**config.mk**
```make
export PLATFORM = sky130hd
export DESIGN_NAME = checkbit_monitor_flat
export DESIGN_NICKNAME = d
export VERILOG_FILES = /design/src/rtl/checkbit_pkg.sv /design/src/rtl/checkbit_monitor_if.sv /design/src/rtl/checkbit_filter.sv /design/src/rtl/checkbit_monitor.sv /design/src/flat_wrapper.sv
export SDC_FILE = /design/constraint.sdc
export NUM_CORES = 1
export LEC_CHECK = 0
export ABC_AREA = 1
export BUFFER_PORTS_ARGS = -buffer_cell sky130_fd_sc_hd__buf_2
export CORE_MARGIN = 1
export CORE_UTILIZATION = 40
export DETAILED_ROUTE_END_ITERATION = 8
export HOLD_SLACK_MARGIN = 0.05
export SYNTH_ARGS = -nofsm -noshare
export SYNTH_HDL_FRONTEND = slang
export SYNTH_SLANG_ARGS = --single-unit
export TNS_END_PERCENT = 50
```
**constraint.sdc**
```tcl
create_clock -name clock -period 9.1 [get_ports clock]
set_input_delay 0.455 -clock clock [delete_from_list [all_inputs] [get_ports clock]]
set_output_delay 0.455 -clock clock [all_outputs]
set_load 0.02 [all_outputs]
```
**src/rtl/checkbit_pkg.sv**
```systemverilog
// Shared types, checkpoint code constants and decode helpers for the
// management-GPIO checkbit monitor.
package checkbit_pkg;

   typedef enum logic [2:0] {
      ST_IDLE    = 3'd0,
      ST_RUN     = 3'd1,
      ST_DONE    = 3'd2,
      ST_FAIL    = 3'd3,
      ST_TIMEOUT = 3'd4
   } state_t;

   typedef enum logic [1:0] {
      EV_NONE,
      EV_START,
      EV_FAIL,
      EV_PASS
   } ev_kind_t;

   localparam logic [7:0] START_PREFIX  = 8'hA0;
   localparam logic [7:0] RESULT_PREFIX = 8'hAB;
   localparam logic [3:0] START_SUFFIX  = 4'h0;
   localparam logic [3:0] FAIL_SUFFIX   = 4'h0;
   localparam logic [3:0] PASS_SUFFIX   = 4'h1;

   localparam logic [3:0] TEST_BYTE  = 4'h1;
   localparam logic [3:0] TEST_SHORT = 4'h2;
   localparam logic [3:0] TEST_WORD  = 4'h4;

   localparam logic [2:0] MASK_BYTE  = 3'b001;
   localparam logic [2:0] MASK_SHORT = 3'b010;
   localparam logic [2:0] MASK_WORD  = 3'b100;

   // Test nibble to result-mask bit; zero for anything that is not a known test.
   function automatic logic [2:0] test_bit(input logic [3:0] nibble);
      logic [2:0] mask;
      case (nibble)
         TEST_BYTE:  mask = MASK_BYTE;
         TEST_SHORT: mask = MASK_SHORT;
         TEST_WORD:  mask = MASK_WORD;
         default:    mask = 3'b000;
      endcase
      return mask;
   endfunction

   // Classify a 16-bit checkpoint word; unknown prefixes/tests decode to EV_NONE.
   function automatic ev_kind_t classify(input logic [15:0] code);
      ev_kind_t kind;
      kind = EV_NONE;
      if (test_bit(code[7:4]) != 3'b000) begin
         if (code[15:8] == START_PREFIX && code[3:0] == START_SUFFIX) begin
            kind = EV_START;
         end else if (code[15:8] == RESULT_PREFIX && code[3:0] == FAIL_SUFFIX) begin
            kind = EV_FAIL;
         end else if (code[15:8] == RESULT_PREFIX && code[3:0] == PASS_SUFFIX) begin
            kind = EV_PASS;
         end
      end
      return kind;
   endfunction

endpackage

```
**src/rtl/checkbit_monitor_if.sv**
```systemverilog
// Checkpoint input and monitor result bundle. The master side drives the
// GPIO checkpoint word and clear; the monitor (slave) drives the results.
interface checkbit_monitor_if;

   logic [15:0] checkbits;
   logic        clear;
   logic        event_valid;
   logic [15:0] event_code;
   logic [2:0]  state;
   logic [2:0]  pass_mask;
   logic [2:0]  fail_mask;
   logic        done;
   logic        failed;
   logic        timeout;

   modport master (
      output checkbits, clear,
      input  event_valid, event_code, state, pass_mask, fail_mask, done, failed, timeout
   );

   modport slave (
      input  checkbits, clear,
      output event_valid, event_code, state, pass_mask, fail_mask, done, failed, timeout
   );

endinterface

```
**src/rtl/checkbit_filter.sv**
```systemverilog
// Synchronizes the asynchronous checkpoint word and accepts a value only after
// it has been seen unchanged for STABLE_CYCLES synchronized samples.
module checkbit_filter #(
   parameter int STABLE_CYCLES = 4
) (
   input  logic        clock,
   input  logic        reset,
   input  logic        clear,
   input  logic [15:0] checkbits,
   output logic        event_valid,
   output logic [15:0] event_code
);

   localparam logic [7:0] ACCEPT_COUNT = 8'(STABLE_CYCLES - 1);

   logic [15:0] sync_meta;
   logic [15:0] sync_out;
   logic [15:0] candidate;
   logic [7:0]  run_count;
   logic        accept;

   // A repeat of the last accepted value is not a new event.
   assign accept = (run_count == ACCEPT_COUNT) && (candidate != event_code);

   // Two-flop synchronizer; clear deliberately leaves it alone so the pin
   // value is not lost across a clear.
   always_ff @(posedge clock or posedge reset) begin
      if (reset) begin
         sync_meta <= '0;
         sync_out  <= '0;
      end else begin
         sync_meta <= checkbits;
         sync_out  <= sync_meta;
      end
   end

   // Candidate/run-counter stability filter and registered acceptance pulse.
   always_ff @(posedge clock or posedge reset) begin
      if (reset) begin
         candidate   <= '0;
         run_count   <= '0;
         event_valid <= 1'b0;
         event_code  <= '0;
      end else if (clear) begin
         candidate   <= '0;
         run_count   <= '0;
         event_valid <= 1'b0;
         event_code  <= '0;
      end else begin
         event_valid <= accept;
         if (accept) begin
            event_code <= candidate;
         end
         if (sync_out != candidate) begin
            candidate <= sync_out;
            run_count <= '0;
         end else if (run_count != 8'hFF) begin
            run_count <= run_count + 8'd1;
         end
      end
   end

endmodule

```
**src/rtl/checkbit_monitor.sv**
```systemverilog
// Firmware checkpoint monitor: decodes accepted checkbit words into a
// test-sequence FSM with per-test pass/fail masks and a global timeout.
//
//   state      | meaning
//   -----------+------------------------------------------------------
//   ST_IDLE    | waiting for the first start code
//   ST_RUN     | a test is latched; pass/fail codes are checked
//   ST_DONE    | byte test passed, whole sequence complete (terminal)
//   ST_FAIL    | fail or out-of-sequence result seen (terminal)
//   ST_TIMEOUT | no terminal state within TIMEOUT_CYCLES (terminal)
module checkbit_monitor
   import checkbit_pkg::*;
#(
   parameter int STABLE_CYCLES  = 4,
   parameter int TIMEOUT_CYCLES = 500000
) (
   input logic               clock,
   input logic               reset,
   checkbit_monitor_if.slave bus
);

   localparam int             TW      = $clog2(TIMEOUT_CYCLES + 1);
   localparam logic [TW-1:0]  T_LIMIT = TW'(TIMEOUT_CYCLES);
   localparam logic [TW-1:0]  T_LAST  = TW'(TIMEOUT_CYCLES - 1);

   state_t        state_q, state_n;
   logic [2:0]    cur_q, cur_n;
   logic [2:0]    pass_q, pass_n;
   logic [2:0]    fail_q, fail_n;
   logic [TW-1:0] tcnt_q;
   logic          done_q, failed_q, timeout_q;
   logic          active;
   logic          ev_valid;
   logic [15:0]   ev_code;
   ev_kind_t      ev_kind;
   logic [2:0]    ev_bit;

   checkbit_filter #(
      .STABLE_CYCLES(STABLE_CYCLES)
   ) u_filter (
      .clock       (clock),
      .reset       (reset),
      .clear       (bus.clear),
      .checkbits   (bus.checkbits),
      .event_valid (ev_valid),
      .event_code  (ev_code)
   );

   assign active  = (state_q == ST_IDLE) || (state_q == ST_RUN);
   assign ev_kind = ev_valid ? classify(ev_code) : EV_NONE;
   assign ev_bit  = test_bit(ev_code[7:4]);

   // Next-state and mask update; the timeout only wins if the event in the
   // same cycle left the sequence non-terminal.
   always_comb begin
      state_n = state_q;
      cur_n   = cur_q;
      pass_n  = pass_q;
      fail_n  = fail_q;
      case (state_q)
         ST_IDLE: begin
            case (ev_kind)
               EV_START: begin
                  state_n = ST_RUN;
                  cur_n   = ev_bit;
               end
               EV_FAIL, EV_PASS: begin
                  fail_n  = fail_q | ev_bit;
                  state_n = ST_FAIL;
               end
               default: ;
            endcase
         end
         ST_RUN: begin
            case (ev_kind)
               EV_START: cur_n = ev_bit;
               EV_FAIL: begin
                  fail_n  = fail_q | ev_bit;
                  state_n = ST_FAIL;
               end
               EV_PASS: begin
                  if (ev_bit == cur_q) begin
                     pass_n = pass_q | ev_bit;
                     if (ev_bit == MASK_BYTE) begin
                        state_n = ST_DONE;
                     end
                  end else begin
                     fail_n  = fail_q | ev_bit;
                     state_n = ST_FAIL;
                  end
               end
               default: ;
            endcase
         end
         default: ;
      endcase
      if (active && (tcnt_q >= T_LAST) &&
          (state_n == ST_IDLE || state_n == ST_RUN)) begin
         state_n = ST_TIMEOUT;
      end
   end

   // State, masks and registered status flags; clear overrides any event.
   always_ff @(posedge clock or posedge reset) begin
      if (reset) begin
         state_q   <= ST_IDLE;
         cur_q     <= '0;
         pass_q    <= '0;
         fail_q    <= '0;
         done_q    <= 1'b0;
         failed_q  <= 1'b0;
         timeout_q <= 1'b0;
      end else if (bus.clear) begin
         state_q   <= ST_IDLE;
         cur_q     <= '0;
         pass_q    <= '0;
         fail_q    <= '0;
         done_q    <= 1'b0;
         failed_q  <= 1'b0;
         timeout_q <= 1'b0;
      end else begin
         state_q   <= state_n;
         cur_q     <= cur_n;
         pass_q    <= pass_n;
         fail_q    <= fail_n;
         done_q    <= (state_n == ST_DONE);
         failed_q  <= (state_n == ST_FAIL);
         timeout_q <= (state_n == ST_TIMEOUT);
      end
   end

   // Saturating cycle counter, running only while the sequence is live.
   always_ff @(posedge clock or posedge reset) begin
      if (reset) begin
         tcnt_q <= '0;
      end else if (bus.clear) begin
         tcnt_q <= '0;
      end else if (active && tcnt_q != T_LIMIT) begin
         tcnt_q <= tcnt_q + TW'(1);
      end
   end

   assign bus.event_valid = ev_valid;
   assign bus.event_code  = ev_code;
   assign bus.state       = state_q;
   assign bus.pass_mask   = pass_q;
   assign bus.fail_mask   = fail_q;
   assign bus.done        = done_q;
   assign bus.failed      = failed_q;
   assign bus.timeout     = timeout_q;

endmodule

```
**src/flat_wrapper.sv**
```systemverilog
// flat-port wrapper written by rule: the top's interface ports become plain ports
module checkbit_monitor_flat import checkbit_pkg::*;
#(
   parameter int STABLE_CYCLES  = 4,
   parameter int TIMEOUT_CYCLES = 500000
)
  (clock, reset, bus_checkbits, bus_clear, bus_event_valid, bus_event_code, bus_state, bus_pass_mask, bus_fail_mask, bus_done, bus_failed, bus_timeout);
  checkbit_monitor_if bus_i ();
  input logic clock;
  input logic reset;
  input wire logic [$bits(bus_i.checkbits)-1:0] bus_checkbits;
  input wire logic [$bits(bus_i.clear)-1:0] bus_clear;
  output wire logic [$bits(bus_i.event_valid)-1:0] bus_event_valid;
  output wire logic [$bits(bus_i.event_code)-1:0] bus_event_code;
  output wire logic [$bits(bus_i.state)-1:0] bus_state;
  output wire logic [$bits(bus_i.pass_mask)-1:0] bus_pass_mask;
  output wire logic [$bits(bus_i.fail_mask)-1:0] bus_fail_mask;
  output wire logic [$bits(bus_i.done)-1:0] bus_done;
  output wire logic [$bits(bus_i.failed)-1:0] bus_failed;
  output wire logic [$bits(bus_i.timeout)-1:0] bus_timeout;
  assign bus_i.checkbits = bus_checkbits;
  assign bus_i.clear = bus_clear;
  assign bus_event_valid = bus_i.event_valid;
  assign bus_event_code = bus_i.event_code;
  assign bus_state = bus_i.state;
  assign bus_pass_mask = bus_i.pass_mask;
  assign bus_fail_mask = bus_i.fail_mask;
  assign bus_done = bus_i.done;
  assign bus_failed = bus_i.failed;
  assign bus_timeout = bus_i.timeout;
  checkbit_monitor #(.STABLE_CYCLES(STABLE_CYCLES), .TIMEOUT_CYCLES(TIMEOUT_CYCLES)) u_core (.clock(clock), .reset(reset), .bus(bus_i));
endmodule
```
Word level (Yosys, flattened, before mapping) --
Index checks and enable logic that the tools add are counted.
Word-level totals: output and inout bits 29, word-level logic and storage cells 109, input bits 19, register bits after elaboration 107
Operators by class: equality and inequality tests 24, $add $sub $neg 2, bitwise operators 2, reductions and logical operators 28, muxes and demuxes 38, order comparisons 1
Operator list (count):
- $mux 16 | 4
- $mux 3 | 14
- $mux 19 | 2
- $ne 16x16->1 | 2
- $pmux 3 s2 | 5
- $mux 8 | 3
- $add 19x1->19 const B | 1
- $ge 19x19->1 const B | 1
- $ne 19x19->1 const B | 1
- $eq 8x8->1 const B | 2
- $reduce_bool 2->1 | 8
- $mux 2 | 5
- $eq 3x1->1 const B | 3
- $pmux 3 s3 | 1
- $reduce_bool 3->1 | 3
- $add 8x1->8 const B | 1
- $eq 4x1->1 const B | 2
- $eq 8x2->1 const B | 1
- $ne 4x4->1 const B | 2
- $ne 8x8->1 const B | 1
- $logic_and 1x1->1 | 7
- $eq 3x2->1 const B | 2
- $logic_not 3->1 | 2
- $or 3x3->3 | 2
- other kinds (14) | 20

Depth between registers and ports, before layout --
Gate-level depths: netlist (run 1).
depth after elaboration 17, depth in mapped cells 13, gate-level depth less buffers 13

Cells and area by module --
From an unflattened synthesis (run 1), not the netlist that was laid out.
Second synthesis, totals: cells, all modules 645, area total of the unflattened synthesis 5282.6 µm²
By module, submodules not included:
- checkbit_filter | instances 1, cells an instance 349, area an instance 3186.8 µm²
- checkbit_monitor | instances 1, cells an instance 296, area an instance 2095.8 µm²

Worst setup path before layout (run 1) --
No wires, ideal clock.
path kind reg-to-reg, start point register u_core.u_filter.event_code[7], end point register u_core.fail_q[1] (netlist: u_core.bus.fail_mask[1]), path buffers 0, cell stages (with the launch flop) 12, setup time 0.119 ns, arrival time 1.543 ns, setup slack 7.439 ns, clock period less this slack 1.661 ns, cell sequence dfrtp_1 > nor2_2 > nand2_1 > nand3_1 > nand2_1 > nor2_2 > nand2_2 > inv_2 > nand2_2 > nand2_2 > nor2_1 > o21a_1
Between the ends: word-level cells in the longest chain between the ends 9, elaborated cells between the ends (all ways) 21, classes of those cells 9 x eq/ne; 8 x mux; 1 x bitwise; 3 x reduce/logical
Ends and longest elaborated chain:
- from (decl) | line checkbit_filter.sv:11 | output logic [15:0] event_code
- from (signal assigned) | line checkbit_filter.sv:52 | event_code <= candidate;
- $eq 4x3->1 (tied with other cells) | line checkbit_pkg.sv:37 | case (nibble)
- $pmux 3 s3 (*) | line checkbit_pkg.sv:37
- $reduce_bool 3->1 | line checkbit_pkg.sv:50 | if (test_bit(code[7:4]) != 3'b000) begin
- $mux 2 | line checkbit_pkg.sv:50
- $mux 2 | line checkbit_monitor.sv:50 | assign ev_kind = ev_valid ? classify(ev_code) : EV_NONE;
- $eq 2x2->1 | line checkbit_monitor.sv:62, checkbit_monitor.sv:75
- $pmux 3 s2 / $reduce_or 2->1 (equally long branches) | line checkbit_monitor.sv:75, checkbit_monitor.sv:62
- $pmux 3 s2 / $ne 3x3->1 (equally long branches)
- $mux 3 / $reduce_and 4->1 (equally long branches)
- to (signal assigned) | line checkbit_monitor.sv:125 | fail_q <= fail_n;
- to (decl) | line checkbit_monitor.sv:29 | logic [2:0] fail_q, fail_n;
Every way passes the cells marked *; elsewhere a longest branch is shown, timed or not. The select of a mux whose other input is x is not followed. A chain may end at the register's enable or synchronous reset.

Worst setup path after layout (run 1) --
start point register u_core.tcnt_q[0], end point register u_core.tcnt_q[13]
Between the ends: word-level cells in the longest chain between the ends 3, elaborated cells between the ends (all ways) 6, classes of those cells 1 x add/sub; 1 x eq/ne; 2 x mux; 2 x reduce/logical
Ends and longest elaborated chain:
- from (decl) | line checkbit_monitor.sv:30 | logic [TW-1:0] tcnt_q;
- from (signal assigned) | line checkbit_monitor.sv:139 | tcnt_q <= tcnt_q + TW'(1);
- $add 19x1->19 / $ne 19x19->1 (equally long branches) | line checkbit_monitor.sv:139, checkbit_monitor.sv:138
- $mux 19 / $logic_and 1x1->1 (equally long branches) | line checkbit_monitor.sv:138 | end else if (active && tcnt_q != T_LIMIT) begin
- $mux 19 / $reduce_bool 2->1 (equally long branches)
Several ways; a longest one is shown, not always the timed one. The select of a mux whose other input is x is not followed.

==> run_results.csv, run 1 <==
group,metric,value,unit
floorplanning,num_rows,40,
clock_tree,ctsResizeCount,0,
final_layout,nNetsFinal,646,
final_layout,fin_cells,776,
route,vias_per_cell,4.88,
placement,portBuffers,47,
yosys,ys_seq_area_frac,0.544,
final_layout,drive_gt1_frac,0.132,
pwr,power_density,169,nW/um^2
floorplanning,die_width,113,um
sta,setup_tns,0,ps
route,num_vias,3790,
floorplanning,coreArea,12000,um^2
yosys,post-synth-top-area-cell,"dfrtp_1",
floorplanning,start_util,0.410,
floorplanning,die_y,113,um
placement,gp_congestion,0.914,
critical_path,crit_family,"simple AND/OR/NAND/NOR gates",
final_layout,num_antenna_cells,0,
route,routed_wirelength,10.2,mm
sta,rsz0062_at_grt,"no",
critical_path,cpMaxStageDelayCell,"dfrtp_1",
critical_path,worstPathCellList,"inv_1 > ha_1 > nand3_1 > nor4_1 > nand3b_1 > nand2_1 > nand2_1 > inv_1 > nand2_1 > o31ai_1",
critical_path,cp_common_cell,"nand2_1",
route,ant_nets,0,
yosys,synth_nets,597,
global_routing,overflow,0,
clock_tree,cts_root_buf,"clkbuf_16",
sta,period_share,0.261,
route,drtPass1Iterations,5,
pwr,p_leak,2.77,nW
critical_path,crit_path_start,"u_core.tcnt_q[0]",
final_layout,final_cell_area,5640,um^2
clock_tree,post_cts_buffers,0,
critical_path,arrival,2630,ps
sta,slew_viol_final,0,
clock_tree,h-tree-depth,3,
global_routing,antenna_found_initial,0,
critical_path,cp_max_fo,14,
yosys,synth_edf_count,0,
yosys,postSynthCellCount,575,
critical_path,slowest_delay,380,ps
floorplanning,fp.dieArea,12800,um^2
sta,timing.fmax,422,MHz
sta,worst_hold_slack,87.3,ps
yosys,synthArstFlopShare,1.00,
outcome,status,"completed",
sta,finClkSkew,8.72,ps
yosys,avgSynthCellArea,8.56,um^2
clock_tree,cts_buffers,9,
flow_run,drv_cap,0,
yosys,yosysWarnings,0,
floorplanning,io_pins,48,
yosys,ys_types,36,
final_layout,area_growth,14.5,%
clock_tree,ctsHoldBuffers,0,
clock_tree,clock-sinks,107,
yosys,synth_top_cell_area_share,0.544,
critical_path,cp-start-kind,"flop",
route,post_drt_wl_per_cell,13.2,um
critical_path,crit_buf_inv,2,
hold_path,hp-class,"input port to async pin",
route,drtIter0Drc,202,
critical_path,required,9360,ps
critical_path,r2r-start,"u_core.tcnt_q[0]",
placement,dp_hpwl,7.40,mm
clock_tree,clk_pin_slew_worst_paths,80,ps
placement,placed_area,5300,um^2
sta,hold_viol,0,
clock_tree,clockBufferDepth,2,
placement,place_inst,760,
clock_tree,cts_tree,"yes",
clock_tree,clk_latency,350,ps
critical_path,path_class,"flop to flop",
sta,layout_min_cycle_time,2370,ps
global_routing,grt_pass1_vias,3613,
sta,tightest_slew,968,ps
global_routing,grt_pass1_wl,17.4,mm
critical_path,cp-end-kind,"flop",
sta,setup_viol,0,
route,drc_errors,0,
yosys,yosys_most_used_dff,"dfrtp_1",
yosys,synth_area_leaders,"dfrtp_1 (54%), nand2_1 (9.9%), nor2_1 (6.1%)",
yosys,ys_ff_latch,107,
global_routing,track_usage,0.174,
global_routing,grt_max_degree,80,
sta,relSlewSlack,0.354,
yosys,synth_area,4920,um^2
pwr,ir_drop,0.113,mV
==> Yosys cell counts, drive strengths merged, types with 3 or more instances <==
master  number
o22ai        6
xnor2       13
ha           3
nand2      135
o21a         3
or2          3
inv         79
nor3        16
nor3b        3
clkbuf       5
nor4         5
nand4       18
o31ai        6
o21ai       20
xor2        15
buf          5
a21oi        8
dfrtp      107
nand3       37
nor2        83
==> final cells by class <==
type,count,area [um^2]
Fill cell,1134,6370
Clock inverter,7,113
Sequential cell,107,2680
Clock buffer,9,225
Multi-Input combinational cell,379,1900
Tap cell,147,184
Inverter,79,299
Timing Repair Buffer,48,243
==> layout by cell type, fill, tap and decap left out, types with 2 or more instances in the layout <==
master     netlist  layout
a21oi_1          7       7
buf_2            3      47
clkbuf_16        0       9
clkinv_8         0       3
dfrtp_1        107     107
ha_1             3       3
inv_1           76      75
inv_2            3       3
inv_8            0       3
nand2_1        130     130
nand2_2          5       5
nand3_1         36      36
nand3b_1         2       2
nand4_1         18      18
nor2_1          80      80
nor2_2           2       2
nor3_1          14      14
nor3_2           2       2
nor3b_1          3       3
nor4_1           4       4
o2111ai_1        2       2
o21a_1           3       3
o21ai_0         18      18
o22ai_1          6       6
o31ai_1          6       6
or2_0            2       2
xnor2_1         13      13
xor2_1          15      15
==> logic make-up after synthesis <==
| logic type | synth area share |
|---|---|
| buffers and inverters | 0.0709 |
| adder cells (fa/ha/maj) | 0.00762 |
| flip-flops | 0.544 |
| AND/OR/NAND/NOR | 0.272 |
| XOR/XNOR | 0.0498 |
| AO/OA/AOI/OAI | 0.0561 |
==> sequential cells by signal, summed over array words and instances, names as in the netlist <==
| register | cells |
|---|---|
| u_core.bus.failed | 1 |
| u_core.tcnt_q | 19 |
| u_core.u_filter.sync_meta | 16 |
| u_core.u_filter.sync_out | 16 |
| u_core.bus.fail_mask | 3 |
| u_core.u_filter.run_count | 8 |
| u_core.bus.timeout | 1 |
| u_core.u_filter.event_code | 16 |
| u_core.cur_q | 3 |
| u_core.u_filter.candidate | 16 |
| u_core.bus.state | 3 |
| u_core.u_filter.event_valid | 1 |
| u_core.bus.pass_mask | 3 |
| u_core.bus.done | 1 |
==> power by group <==
group	total, mW	switching, mW	internal [mW]	leakage, nW
Combinational	0.0391	0.0264	0.0127	1.21
Sequential	0.495	0.00815	0.487	1.40
Clock	0.420	0.193	0.226	0.164
Total	0.954	0.228	0.726	2.77
==> final timing paths <==
path,endpoint,slack (ps),cells past startpoint
min reg2reg,u_core.u_filter.sync_out[3],350,0
max in group asynchronous,u_core.u_filter.sync_meta[0],7730,3
max,u_core.tcnt_q[13],6730,10
max reg2reg,u_core.tcnt_q[13],6730,10
min,u_core.bus.state[0],90,2
min in group clock,u_core.u_filter.sync_meta[2],210,1
==> metal layers <==
metal,GRT usage,vias to the layer above,part of all wire
met2,0.287,79,0.48
met1,0.225,1761,0.47
met4,0.0746,0,0.021
li1,-,1934,-
met5,0,-,0
met3,0.0337,16,0.034
==> metrics by stage <==
| stage | power, mW | utilization | setup slack [ps] |
|---|---|---|---|
| finish | 0.954 | 0.469 | 6730 |
| global route | 0.995 | 0.469 | 6420 |
| CTS | 0.968 | 0.469 | 6740 |
| detailed placement | 0.545 | 0.441 | 6550 |
| global placement | 0.543 | 0.441 | 6640 |
| floorplan | 0.531 | - | 5830 |
Power figures use the tool's default switching activity.
==> inputs of run 2 (changes only) <==
Clock period 9.1 ns to 2 ns, I/O delays scaled along.
==> run 2 against run 1 <==
  * Clock skew is 1.1 ps lower
  * Global-route usage is 0.61 points higher
  * Clock power increased to 4.5 times the previous value
  * Design area grew 5.1%
  * Register-to-register slack worse by 6500 ps
  * First-iteration DRC count is 6.9% higher
  * Core utilization is 2.4 points higher
  * Via count rose by 3.2%
  * Total power grew to 4.6 times the previous value
  * Clock-buffer cell count stayed put
  * Sequential cell count is the same
  * Largest cell class unchanged
  * Largest power group unchanged
==> run_results.csv, run 2 (same netlist as run 1, synthesis figures left out) <==
group,metric,value,unit
outcome,status,"completed",
route,num_vias,3913,
clock_tree,cts_tree,"yes",
clock_tree,cts_root_buf,"clkbuf_16",
hold_path,hold_end,"u_core.bus.state[1]",
clock_tree,clock-sinks,107,
pwr,intPower,3.25,mW
global_routing,track_usage,0.180,
critical_path,arrival,2070,ps
final_layout,final_cell_area,5930,um^2
clock_tree,clk_pin_slew_worst_paths,80,ps
floorplanning,num_rows,40,
pwr,fin_total_pwr,4.37,mW
critical_path,cp-end-kind,"flop",
floorplanning,coreArea,12000,um^2
final_layout,mostFrequentLayoutCell,"nand2_1",
final_layout,nNetsFinal,675,
hold_path,hp-start,"bus_clear",
critical_path,r2r-end,"u_core.u_filter.event_code[4]",
sta,timing.fmax,549,MHz
clock_tree,clockBufferDepth,2,
final_layout,layout_common_cells,"nand2_1 (129), dfrtp_1 (107), nor2_1 (79)",
floorplanning,io_pins,48,
pwr,swShare,0.257,
sta,setup_tns,0,ps
floorplanning,die_y,113,um
floorplanning,start_util,0.410,
global_routing,antenna_found_initial,0,
route,routed_wirelength,10.6,mm
placement,gp_congestion,0.855,
route,drtIter0Drc,216,
final_layout,num_antenna_cells,0,
global_routing,grt_pass1_vias,3748,
final_layout,n_fill_cell,1124,
pwr,ir_drop,0.727,mV
critical_path,path_class,"flop to flop",
route,drtPass1Iterations,4,
pwr,power_frac_comb,0.051,
final_layout,top_register,"u_core.tcnt_q",
floorplanning,fp.dieArea,12800,um^2
pwr,p_leak,2.90,nW
final_layout,final_util,0.493,
critical_path,required,2250,ps
sta,period_share,0.910,
sta,tightest_slew,592,ps
critical_path,cp-start-kind,"flop",
pwr,power_density,737,nW/um^2
global_routing,overflow,0,
pwr,p_clk_frac,0.433,
clock_tree,clk_latency,360,ps
placement,dp_hpwl,7.78,mm
route,drc_errors,0,
route,vias_per_cell,4.86,
critical_path,cp_max_fo,10,
clock_tree,post_cts_buffers,0,
hold_path,whs_path_depth,2,
pwr,power_frac_seq,0.516,
hold_path,hp-class,"input port to flop",
placement,portBuffers,47,
placement,place_inst,772,
final_layout,drive_gt1_frac,0.149,
sta,fin_ws,180,ps
critical_path,reg2reg_depth,9,
sta,setup_viol,0,
final_layout,area_growth,20.3,%
sta,hold_viol,0,
pwr,p_switching,1.12,mW
clock_tree,h-tree-depth,3,
final_layout,largest_register_ffs,19,
placement,post-place-ws,125,ps
clock_tree,cts_buffers,9,
route,post_drt_wl_per_cell,13.2,um
global_routing,grt_max_degree,38,
flow_run,drv_cap,0,
sta,slew_viol_final,0,
final_layout,fin_cells,805,
critical_path,worst-r2r-setup-slack,180,ps
critical_path,r2r-start,"u_core.u_filter.candidate[1]",
global_routing,grt_pass1_wl,17.9,mm
sta,relSlewSlack,0.605,
sta,finClkSkew,7.59,ps
sta,layout_min_cycle_time,1820,ps
placement,placed_area,5420,um^2
sta,worst_hold_slack,135,ps
floorplanning,die_width,113,um
sta,rsz0062_at_grt,"no",
route,ant_nets,0,
-- run 2: cell type report --
class | instances | area, um^2 | area share
multi-input cells | 379 | 1910 | 0.322
inverters | 79 | 300 | 0.0507
clock buffers | 9 | 225 | 0.0380
flip-flops and latches | 107 | 2680 | 0.452
repair buffers | 77 | 528 | 0.0891
well taps | 147 | 184 | 0.0310
clock inverters | 7 | 101 | 0.0171
-- run 2: power by group through the flow --
stage               sequential [mW]  clock, mW  combinational [mW]
floorplan                      2.29          0               0.132
global placement               2.29          0               0.197
detailed placement             2.30          0               0.201
CTS                            2.25       1.95               0.227
global route                   2.26       2.02               0.252
finish                         2.25       1.89               0.222
-- run 2: routing by layer --
metal | track usage | wire length [um] | part of all wire | vias up
li1 | - | - | - | 1983
met5 | 0 | 0 | 0 | -
met1 | 0.230 | 5080 | 0.48 | 1842
met3 | 0.0396 | 326 | 0.031 | 10
met2 | 0.303 | 5030 | 0.47 | 78
met4 | 0.0632 | 161 | 0.015 | 0
-- run 2: critical path, cell delays in order (launching register included) --
cell and delay, ps:
dfrtp_1 440, or2_0 230, a21oi_1 150, nand3_1 120
nor2_1 110, nand2_1 100, nand3_1 250, inv_2 160
nand2_1 100, nand2_1 50
-- run 2: worst max path at each step --
stage / to / slack (ps) / from
after CTS: u_core.u_filter.event_code[5] / 110 / u_core.u_filter.run_count[0]
after global routing: u_core.bus.timeout / 30 / u_core.tcnt_q[1]
after global placement: u_core.u_filter.event_code[4] / 180 / u_core.u_filter.run_count[0]
after floorplan: u_core.bus.fail_mask[1] / 340 / u_core.u_filter.event_code[7]
final: u_core.u_filter.event_code[4] / 180 / u_core.u_filter.candidate[1]
after detailed placement: u_core.u_filter.event_code[5] / 120 / u_core.u_filter.run_count[0]
-- run 2: repair_timing --
action | CTS | global route
gates resized for setup | 0 | 3
setup endpoints to repair | 0 | 15
hold buffers | 17 | 0
endpoints found under the hold margin | 38 | 0
